File: src/rtl/pi_digit_reader.sv
// Streams a snapshot of the multi-limb pi accumulator as decimal character codes.
// Optional build macro PI_INT_ZERO_SUPPRESS_EN suppresses leading zeros of the integer limb.
module pi_digit_reader #(
  parameter int L = 10,
  parameter int N = 10
) (
  input  logic           clk,
  input  logic           rst,
  input  logic           start,
  input  logic [L*N-1:0] sum_in,
  output logic           busy,
  output logic           dout_valid,
  input  logic           dout_ready,
  output logic [3:0]     dout_code,
  output logic           dout_last,
  output logic           done,
  output logic           err
);

  localparam int IW = (L > 1) ? $clog2(L) : 1;

  localparam logic [2:0] S_IDLE  = 3'd0;
  localparam logic [2:0] S_CONV  = 3'd1;
  localparam logic [2:0] S_EMIT  = 3'd2;
  localparam logic [2:0] S_POINT = 3'd3;
  localparam logic [2:0] S_FIN   = 3'd4;

  localparam logic [IW-1:0] IDX_INT  = IW'(L - 1);
  localparam logic [IW-1:0] IDX_FRAC = IW'(L - 2);

`ifdef PI_INT_ZERO_SUPPRESS_EN
  localparam bit SUPPRESS = 1'b1;
`else
  localparam bit SUPPRESS = 1'b0;
`endif

  logic [2:0]     state_reg;
  logic [L*N-1:0] snap_reg;
  logic [IW-1:0]  idx_reg;
  logic           entry_reg;
  logic [9:0]     rem_reg;
  logic [3:0]     h_reg;
  logic [3:0]     t_reg;
  logic [3:0]     o_reg;
  logic [1:0]     pos_reg;
  logic           busy_reg;
  logic           dout_valid_reg;
  logic [3:0]     dout_code_reg;
  logic           dout_last_reg;
  logic           done_reg;
  logic           err_reg;

  logic [N-1:0] limb [L];
  logic [N-1:0] limb_sel;
  logic         limb_over;
  logic [9:0]   rem_load;
  logic [1:0]   first_pos;
  logic [3:0]   first_code;

  genvar gi;
  generate
    for (gi = 0; gi < L; gi++) begin : g_limb
      assign limb[gi] = snap_reg[N*gi +: N];
    end
  endgenerate

  // Out-of-range limbs are clamped so the digit counters never overflow.
  assign limb_sel  = limb[idx_reg];
  assign limb_over = 32'(limb_sel) > 32'd999;
  assign rem_load  = limb_over ? 10'd999 : 10'(limb_sel);

  // First digit position of a limb: skips leading zeros only on the integer limb when enabled.
  always_comb begin
    first_pos = 2'd0;
    if (SUPPRESS && (idx_reg == IDX_INT)) begin
      if (h_reg != 4'd0) begin
        first_pos = 2'd0;
      end else if (t_reg != 4'd0) begin
        first_pos = 2'd1;
      end else begin
        first_pos = 2'd2;
      end
    end
    case (first_pos)
      2'd0:    first_code = h_reg;
      2'd1:    first_code = t_reg;
      default: first_code = rem_reg[3:0];
    endcase
  end

  always_ff @(posedge clk or negedge rst) begin
    if (!rst) begin
      state_reg      <= S_IDLE;
      snap_reg       <= '0;
      idx_reg        <= '0;
      entry_reg      <= 1'b0;
      rem_reg        <= '0;
      h_reg          <= '0;
      t_reg          <= '0;
      o_reg          <= '0;
      pos_reg        <= '0;
      busy_reg       <= 1'b0;
      dout_valid_reg <= 1'b0;
      dout_code_reg  <= '0;
      dout_last_reg  <= 1'b0;
      done_reg       <= 1'b0;
      err_reg        <= 1'b0;
    end else begin
      done_reg <= 1'b0;
      case (state_reg)
        S_IDLE: begin
          if (start) begin
            snap_reg  <= sum_in;
            idx_reg   <= IDX_INT;
            err_reg   <= 1'b0;
            busy_reg  <= 1'b1;
            entry_reg <= 1'b1;
            state_reg <= S_CONV;
          end
        end
        S_CONV: begin
          if (entry_reg) begin
            entry_reg <= 1'b0;
            rem_reg   <= rem_load;
            h_reg     <= '0;
            t_reg     <= '0;
            o_reg     <= '0;
            if (limb_over) begin
              err_reg <= 1'b1;
            end
          end else if (rem_reg >= 10'd100) begin
            rem_reg <= rem_reg - 10'd100;
            h_reg   <= h_reg + 4'd1;
          end else if (rem_reg >= 10'd10) begin
            rem_reg <= rem_reg - 10'd10;
            t_reg   <= t_reg + 4'd1;
          end else begin
            // First beat is registered here so it is valid on EMIT entry.
            o_reg          <= rem_reg[3:0];
            pos_reg        <= first_pos;
            dout_code_reg  <= first_code;
            dout_last_reg  <= (idx_reg == '0) && (first_pos == 2'd2);
            dout_valid_reg <= 1'b1;
            state_reg      <= S_EMIT;
          end
        end
        S_EMIT: begin
          if (dout_ready) begin
            if (pos_reg != 2'd2) begin
              pos_reg       <= pos_reg + 2'd1;
              dout_code_reg <= (pos_reg == 2'd0) ? t_reg : o_reg;
              dout_last_reg <= (idx_reg == '0) && (pos_reg == 2'd1);
            end else begin
              dout_last_reg <= 1'b0;
              if (idx_reg == IDX_INT) begin
                dout_code_reg <= 4'hA;
                state_reg     <= S_POINT;
              end else if (idx_reg != '0) begin
                dout_valid_reg <= 1'b0;
                idx_reg        <= idx_reg - IW'(1);
                entry_reg      <= 1'b1;
                state_reg      <= S_CONV;
              end else begin
                dout_valid_reg <= 1'b0;
                busy_reg       <= 1'b0;
                done_reg       <= 1'b1;
                state_reg      <= S_FIN;
              end
            end
          end
        end
        S_POINT: begin
          if (dout_ready) begin
            dout_valid_reg <= 1'b0;
            idx_reg        <= IDX_FRAC;
            entry_reg      <= 1'b1;
            state_reg      <= S_CONV;
          end
        end
        S_FIN: begin
          state_reg <= S_IDLE;
        end
        default: begin
          state_reg <= S_IDLE;
        end
      endcase
    end
  end

  assign busy       = busy_reg;
  assign dout_valid = dout_valid_reg;
  assign dout_code  = dout_code_reg;
  assign dout_last  = dout_last_reg;
  assign done       = done_reg;
  assign err        = err_reg;

endmodule

File: config.mk
export PLATFORM = sky130hd
export DESIGN_NAME = pi_digit_reader
export DESIGN_NICKNAME = d
export VERILOG_FILES = /design/src/rtl/pi_digit_reader.sv
export SDC_FILE = /design/constraint.sdc
export NUM_CORES = 1
export LEC_CHECK = 0
export CORE_MARGIN = 5
export CORE_UTILIZATION = 45
export CTS_BUF_LIST = sky130_fd_sc_hd__clkbuf_4
export DETAILED_ROUTE_END_ITERATION = 12
export PLACE_DENSITY = 0.72
export SETUP_SLACK_MARGIN = 0.3
export SLEW_MARGIN = 30
export SYNTH_ARGS = -nofsm -noshare
export SYNTH_HDL_FRONTEND = slang
export SYNTH_SLANG_ARGS = --single-unit
File: constraint.sdc
create_clock -name clk -period 3.5 [get_ports clk]
set_input_delay 0.525 -clock clk [delete_from_list [all_inputs] [get_ports clk]]
set_output_delay 0.525 -clock clk [all_outputs]
set_load 0.02 [all_outputs]
After elaboration in Yosys (flattened, before gate mapping):

Cells that the tools add are included.

* flip-flop bits (word level): 141
* output and inout bits: 9
* logic and storage cells: 157

* $add $sub $neg: 6
* magnitude comparators: 4
* eq/ne operators: 22
* mux-type cells: 81
* bitwise operators: 1
* reductions and logical operators: 28

Operator list (number)
* $mux 4: 21
* $mux 10: 6
* $bmux 10 s4: 1
* $ne 2x2->1 const B: 16
* $mux 1: 30
* $mux 3: 9
* $reduce_and 7->1: 3
* $reduce_and 6->1: 3
* $pmux 3 s4: 1
* $pmux 4 s3: 1
* $ge 10x4->1 const B: 1
* $ge 10x7->1 const B: 1
* $gt 10x10->1 const B: 1
* $mux 2: 5
* $reduce_bool 2->1: 5
* $sub 10x4->10 const B: 1
* $sub 10x7->10 const B: 1
* $reduce_bool 3->1: 3
* $add 4x1->4 const B: 2
* $pmux 4 s2: 1
* $reduce_and 8->1: 1
* $reduce_bool 4->1: 2
* $eq 3x2->1 const B: 2
* $pmux 1 s2: 3
* 19 further kinds: 22

Depth between registers and ports, before layout:

* depth in word-level cells: 8
* mapped depth: 10

Worst setup path before layout:

No wires, ideal clock.

* path kind: register -> register
* start point: register idx_reg[1]
* end point: register idx_reg[2]
* setup time: 0.122 ns
* data arrival time: 2.508 ns
* path slack: 0.871 ns
* cell stages (with the launch flop): 11
* path buffers: 2
* period minus slack after synthesis: 2.629 ns
* path through: dfrtp_1 -> clkbuf_1 -> buf_2 -> inv_1 -> ha_1 -> mux2i_1 -> o21a_1 -> o21ai_0 -> a2111oi_2 -> o21ai_0 -> a32o_1

* longest elaborated chain between the ends: 6
* elaborated cells on any way between the ends: 11
* classes of those cells: add/sub (1); eq/ne (3); mux (5); reduce/logical (2)

Ends and longest elaborated chain
* start, declared: line 39 `logic [IW-1:0] idx_reg;`
* start signal, assigned: line 160 `idx_reg <= idx_reg - IW'(1);`
* $sub 4x1->4: line 160
* $mux 4: line 158 `end else if (idx_reg != '0) begin`
* $mux 4: line 155 `if (idx_reg == IDX_INT) begin`
* $mux 4: line 149 `if (pos_reg != 2'd2) begin`
* $mux 4: line 148 `if (dout_ready) begin`
* $pmux 4 s3: line 110 `case (state_reg)`

Several ways; a longest one is shown, not always the timed one. The select of a mux whose other input is x is not followed.
A chain may end at the register's enable or synchronous reset.

Worst setup path after layout:

* start point: register rem_reg[2]
* end point: register dout_code_reg[3], in the netlist dout_code[3]

* longest elaborated chain between the ends: 3
* elaborated cells on any way between the ends: 5
* classes of those cells: order compare (2); eq/ne (2); reduce/logical (1)

Ends and longest elaborated chain
* start, declared: line 41 `logic [9:0] rem_reg;`
* start signal, assigned: line 124 `rem_reg <= rem_load;`
* start signal, assigned: line 132 `rem_reg <= rem_reg - 10'd100;`
* start signal, assigned: line 135 `rem_reg <= rem_reg - 10'd10;`
* $ge 10x4->1 or $ge 10x7->1 (tied branches): line 134, 131
* $ne 2x2->1 (no source line)
* $reduce_and 6->1 (no source line) (*)
* end signal, assigned: line 141 `dout_code_reg <= first_code;`
* end signal, assigned: line 151 `dout_code_reg <= (pos_reg == 2'd0) ? t_reg : o_reg;`
* end, declared: line 48 `logic [3:0] dout_code_reg;`

Mark *: on every way between the ends. The rest lies on a longest branch, timed or not.

==> metrics.yaml <==
worst_setup_path:
  worst-r2r-setup-slack_ps: 800
  worst-path-max-fanout: 10
  cp-end-kind: "flop"
  critPathRequiredTime_ps: 3920
  worst-endpoint-arrival_ps: 3120
  worstSetupStartpointType: "flop"
  critical_path_class: "flop to flop"
synth:
  syn_avg_cell_area_um2: 12.2
  netlist_area_mm2: 0.00708
  ys_top_cells_by_area: "sky130_fd_sc_hd__dfrtp_1 (50%), sky130_fd_sc_hd__mux2_2 (19%), sky130_fd_sc_hd__mux4_2 (4.5%), sky130_fd_sc_hd__o21ai_0 (2.5%), sky130_fd_sc_hd__ha_1 (2.3%)"
  async_flop_share_pct: 100
  synthDominantCellAreaShare_pct: 49.8
  netlist-cell-type-count: 61
  dominantRegCellSynth: "sky130_fd_sc_hd__dfrtp_1"
  ys_warn_count: 0
  register_bit_count_reported_by_yosys: 141
  postSynthNetCount: 698
  number_of_enable_type_register_cells_in_the_synthesized_netlist: 0
  synth_top_cell_by_area: "sky130_fd_sc_hd__dfrtp_1"
  synthesis.instances: 581
  synth_sequential_area_ratio_pct: 49.8
detailed_routing:
  detail_route.iter0.violations: 422
  vias_per_cell: 5.56
  routed_wire_length_per_instance_um: 18.0
  vias: 5051
  drt_drc_violations_left: 0
  detail-route-antenna-nets: 0
  routed_wl_mm: 16.4
  drt_pre_antenna_iters: 5
cts:
  cts_htree_levels: 4
  clock_insertion_delay_worst_skew_ps: 550
  clk_pin_slew_ps: 140
  cts_buffer_depth: 2
  holdBufCountCts: 0
  ctsResizeCount: 0
  tritoncts: "built"
  cts_buffers: 17
  post_cts_setup_bufs: 0
  clockRootBuffer: "sky130_fd_sc_hd__clkbuf_4"
  clkSinkCount: 141
global_routing:
  grt_antenna_before_repair: 0
  globalRouteOverflowTotal: 0
  global_route_wire_length_before_repair_mm: 27.0
  global_router_s_overall_resource_usage_pct: 18.7
  via_count_of_the_first_global_routing_pass: 5355
  grt_max_degree: 83
outcome:
  outcome: "completed"
timing:
  finalCriticalPeriod_ps: 2700
  max_slew.worst_pin.slew_ps: 786
  final.setup_skew_ps: 25.9
  final_hold_viol_count: 0
  report.final.setup_viol: 0
  worst_slack_ps: 798
  timing.fmax_mhz: 370
  timing.max_slew.rel_slack_pct: 47.6
  unrepaired_setup_endpoints_after_global_routing: "no"
  post-route-period-util_pct: 77.2
  setup-tns-final_ps: 0
  drv_slew: 0
layout:
  antennaDiodeCount: 0
  final_nets: 801
  layout-area-overhead-vs-synth_pct: 22.7
  largest_register_ffs: 100
  fillers: 1259
  final_layout_size_suffix_gt1_share_pct: 26.5
  final_cell_area_mm2: 0.00869
placed_design:
  pre_cts_slack_ps: 842
  place.gp.congestion: 0.850
  hpwlAfterDp_mm: 12.1
  dpl-instance-area_mm2: 0.00841
  portBuffers: 112
floorplan:
  floorplan.initialDensity_pct: 46.3
  io_pins: 113
  core_area_mm2: 0.0153
  number_of_placement_rows: 45
  fp.dieH_um: 135
  die-area_mm2: 0.0184
  die_width_um: 135
pwr:
  design_power_total_w: 0.00741
  worst_voltage_drop_across_the_vdd_grid_uv: 357
  total_leakage_power_nw: 3.62
  powerDensity_mw_per_mm2: 853
min_path:
  worst_hold_path_type: "primary input to asynchronous set/reset pin"
flow_run:
  maxCapViolations: 0
-- cells by family (layout without fill, tap and decap cells) --
| kind of cell | count (synthesis) | count (layout) | share of synthesized area [%] |
|---|---|---|---|
| and+or+nand+nor | 117 | 117 | 8.48 |
| adders and majority gates | 13 | 13 | 2.30 |
| xor gates and xnor gates | 1 | 1 | 0.124 |
| AOI/OAI and AO/OA | 111 | 111 | 10.3 |
| buffers and inverters | 46 | 162 | 2.63 |
| muxes | 152 | 152 | 26.3 |
| DFF | 141 | 141 | 49.8 |
-- cells in the mapped netlist (2+ instances only) --
cell	count
sky130_fd_sc_hd__dfrtp_1	141
sky130_fd_sc_hd__mux2_2	118
sky130_fd_sc_hd__nand2_1	41
sky130_fd_sc_hd__o21ai_0	35
sky130_fd_sc_hd__clkbuf_1	26
sky130_fd_sc_hd__a21oi_1	25
sky130_fd_sc_hd__nor2_1	23
sky130_fd_sc_hd__mux2i_1	16
sky130_fd_sc_hd__mux4_2	14
sky130_fd_sc_hd__ha_1	13
sky130_fd_sc_hd__inv_1	12
sky130_fd_sc_hd__a22oi_1	9
sky130_fd_sc_hd__nor3_1	9
sky130_fd_sc_hd__nand3_1	7
sky130_fd_sc_hd__a31oi_1	5
sky130_fd_sc_hd__buf_2	5
sky130_fd_sc_hd__nand2b_1	5
sky130_fd_sc_hd__nand4_1	5
sky130_fd_sc_hd__o31ai_1	5
sky130_fd_sc_hd__mux2_4	4
sky130_fd_sc_hd__nor2b_1	4
sky130_fd_sc_hd__a222oi_1	3
sky130_fd_sc_hd__and3_1	3
sky130_fd_sc_hd__nor3b_1	3
sky130_fd_sc_hd__o211ai_1	3
sky130_fd_sc_hd__a211o_1	2
sky130_fd_sc_hd__a211oi_1	2
sky130_fd_sc_hd__a21o_1	2
sky130_fd_sc_hd__a22o_1	2
sky130_fd_sc_hd__a32oi_1	2
sky130_fd_sc_hd__buf_1	2
sky130_fd_sc_hd__nand3b_1	2
sky130_fd_sc_hd__nor4_1	2
sky130_fd_sc_hd__o22ai_1	2
sky130_fd_sc_hd__o31a_1	2
sky130_fd_sc_hd__or3_1	2
-- worst paths after layout --
path | end | depth (start not counted) | start
worst max-delay path | dout_code[3]$_DFFE_PN0P_ | 8 | rem_reg[2]$_DFFE_PN0P_
worst min-delay path | busy$_DFFE_PN0P_ | 1 | rst
worst max register to register | dout_code[3]$_DFFE_PN0P_ | 8 | rem_reg[2]$_DFFE_PN0P_
worst min register to register | snap_reg[57]$_DFFE_PN0P_ | 1 | snap_reg[57]$_DFFE_PN0P_
max in group asynchronous | rem_reg[3]$_DFFE_PN0P_ | 2 | rst
min in group clk | snap_reg[57]$_DFFE_PN0P_ | 1 | snap_reg[57]$_DFFE_PN0P_
-- final cells by class --
| cell class | instances | area [um^2] | area share (%) |
|---|---|---|---|
| Clock buffer | 19 | 143 | 1.64 |
| Clock inverter | 13 | 140 | 1.61 |
| Inverter | 12 | 45.0 | 0.518 |
| Multi-Input combinational cell | 394 | 3380 | 38.9 |
| Sequential cell | 141 | 3530 | 40.6 |
| Tap cell | 211 | 264 | 3.04 |
| Timing Repair Buffer | 118 | 1190 | 13.7 |
-- placed cells by master, fill, tap and decap left out, drive strengths merged, types with 4 or more instances in the layout --
cell / n
a21oi: 25
a22oi: 9
a31oi: 5
buf: 7
clkbuf: 19
clkdlybuf4s50: 111
clkinv: 4
dfrtp: 141
ha: 13
inv: 16
mux2: 122
mux2i: 16
mux4: 14
nand2: 41
nand2b: 6
nand3: 7
nand4: 5
nor2: 25
nor2b: 4
nor3: 10
o21ai: 36
o31ai: 5
-- power breakdown --
| part | switching, W | internal [W] |
|---|---|---|
| Combinational | 0.00163 | 0.00177 |
| Sequential | 0.000549 | 0.00240 |
| Clock | 0.000610 | 0.000444 |
-- per-stage QoR --
step	std cells	hold WS (ps)	util [%]
3_5_place_dp	876	491	54.9
3_3_place_gp	876	483	54.9
2_1_floorplan	581	229	-
6_report	908	35.4	56.7
4_1_cts	908	5.41	56.7
5_1_grt	908	46.2	56.7
-- metal layers --
layer	share of wire, %	wire [um]	global-route usage, %
met5	0	0	0
met1	45	7300	24.9
met2	49	7990	30.5
met4	1.5	248	5.54
met3	5.1	840	4.53
-- worst max-delay path, stage by stage, from the launching register on --
cell and delay, ps:
sky130_fd_sc_hd__dfrtp_1 450, sky130_fd_sc_hd__inv_1 120, sky130_fd_sc_hd__ha_1 230, sky130_fd_sc_hd__a211o_1 290
sky130_fd_sc_hd__or4_4 580, sky130_fd_sc_hd__o21ai_4 290, sky130_fd_sc_hd__nand2b_4 130, sky130_fd_sc_hd__nor2_8 160
sky130_fd_sc_hd__mux2_4 310
Note: power is estimated with default switching activity, not from simulation.
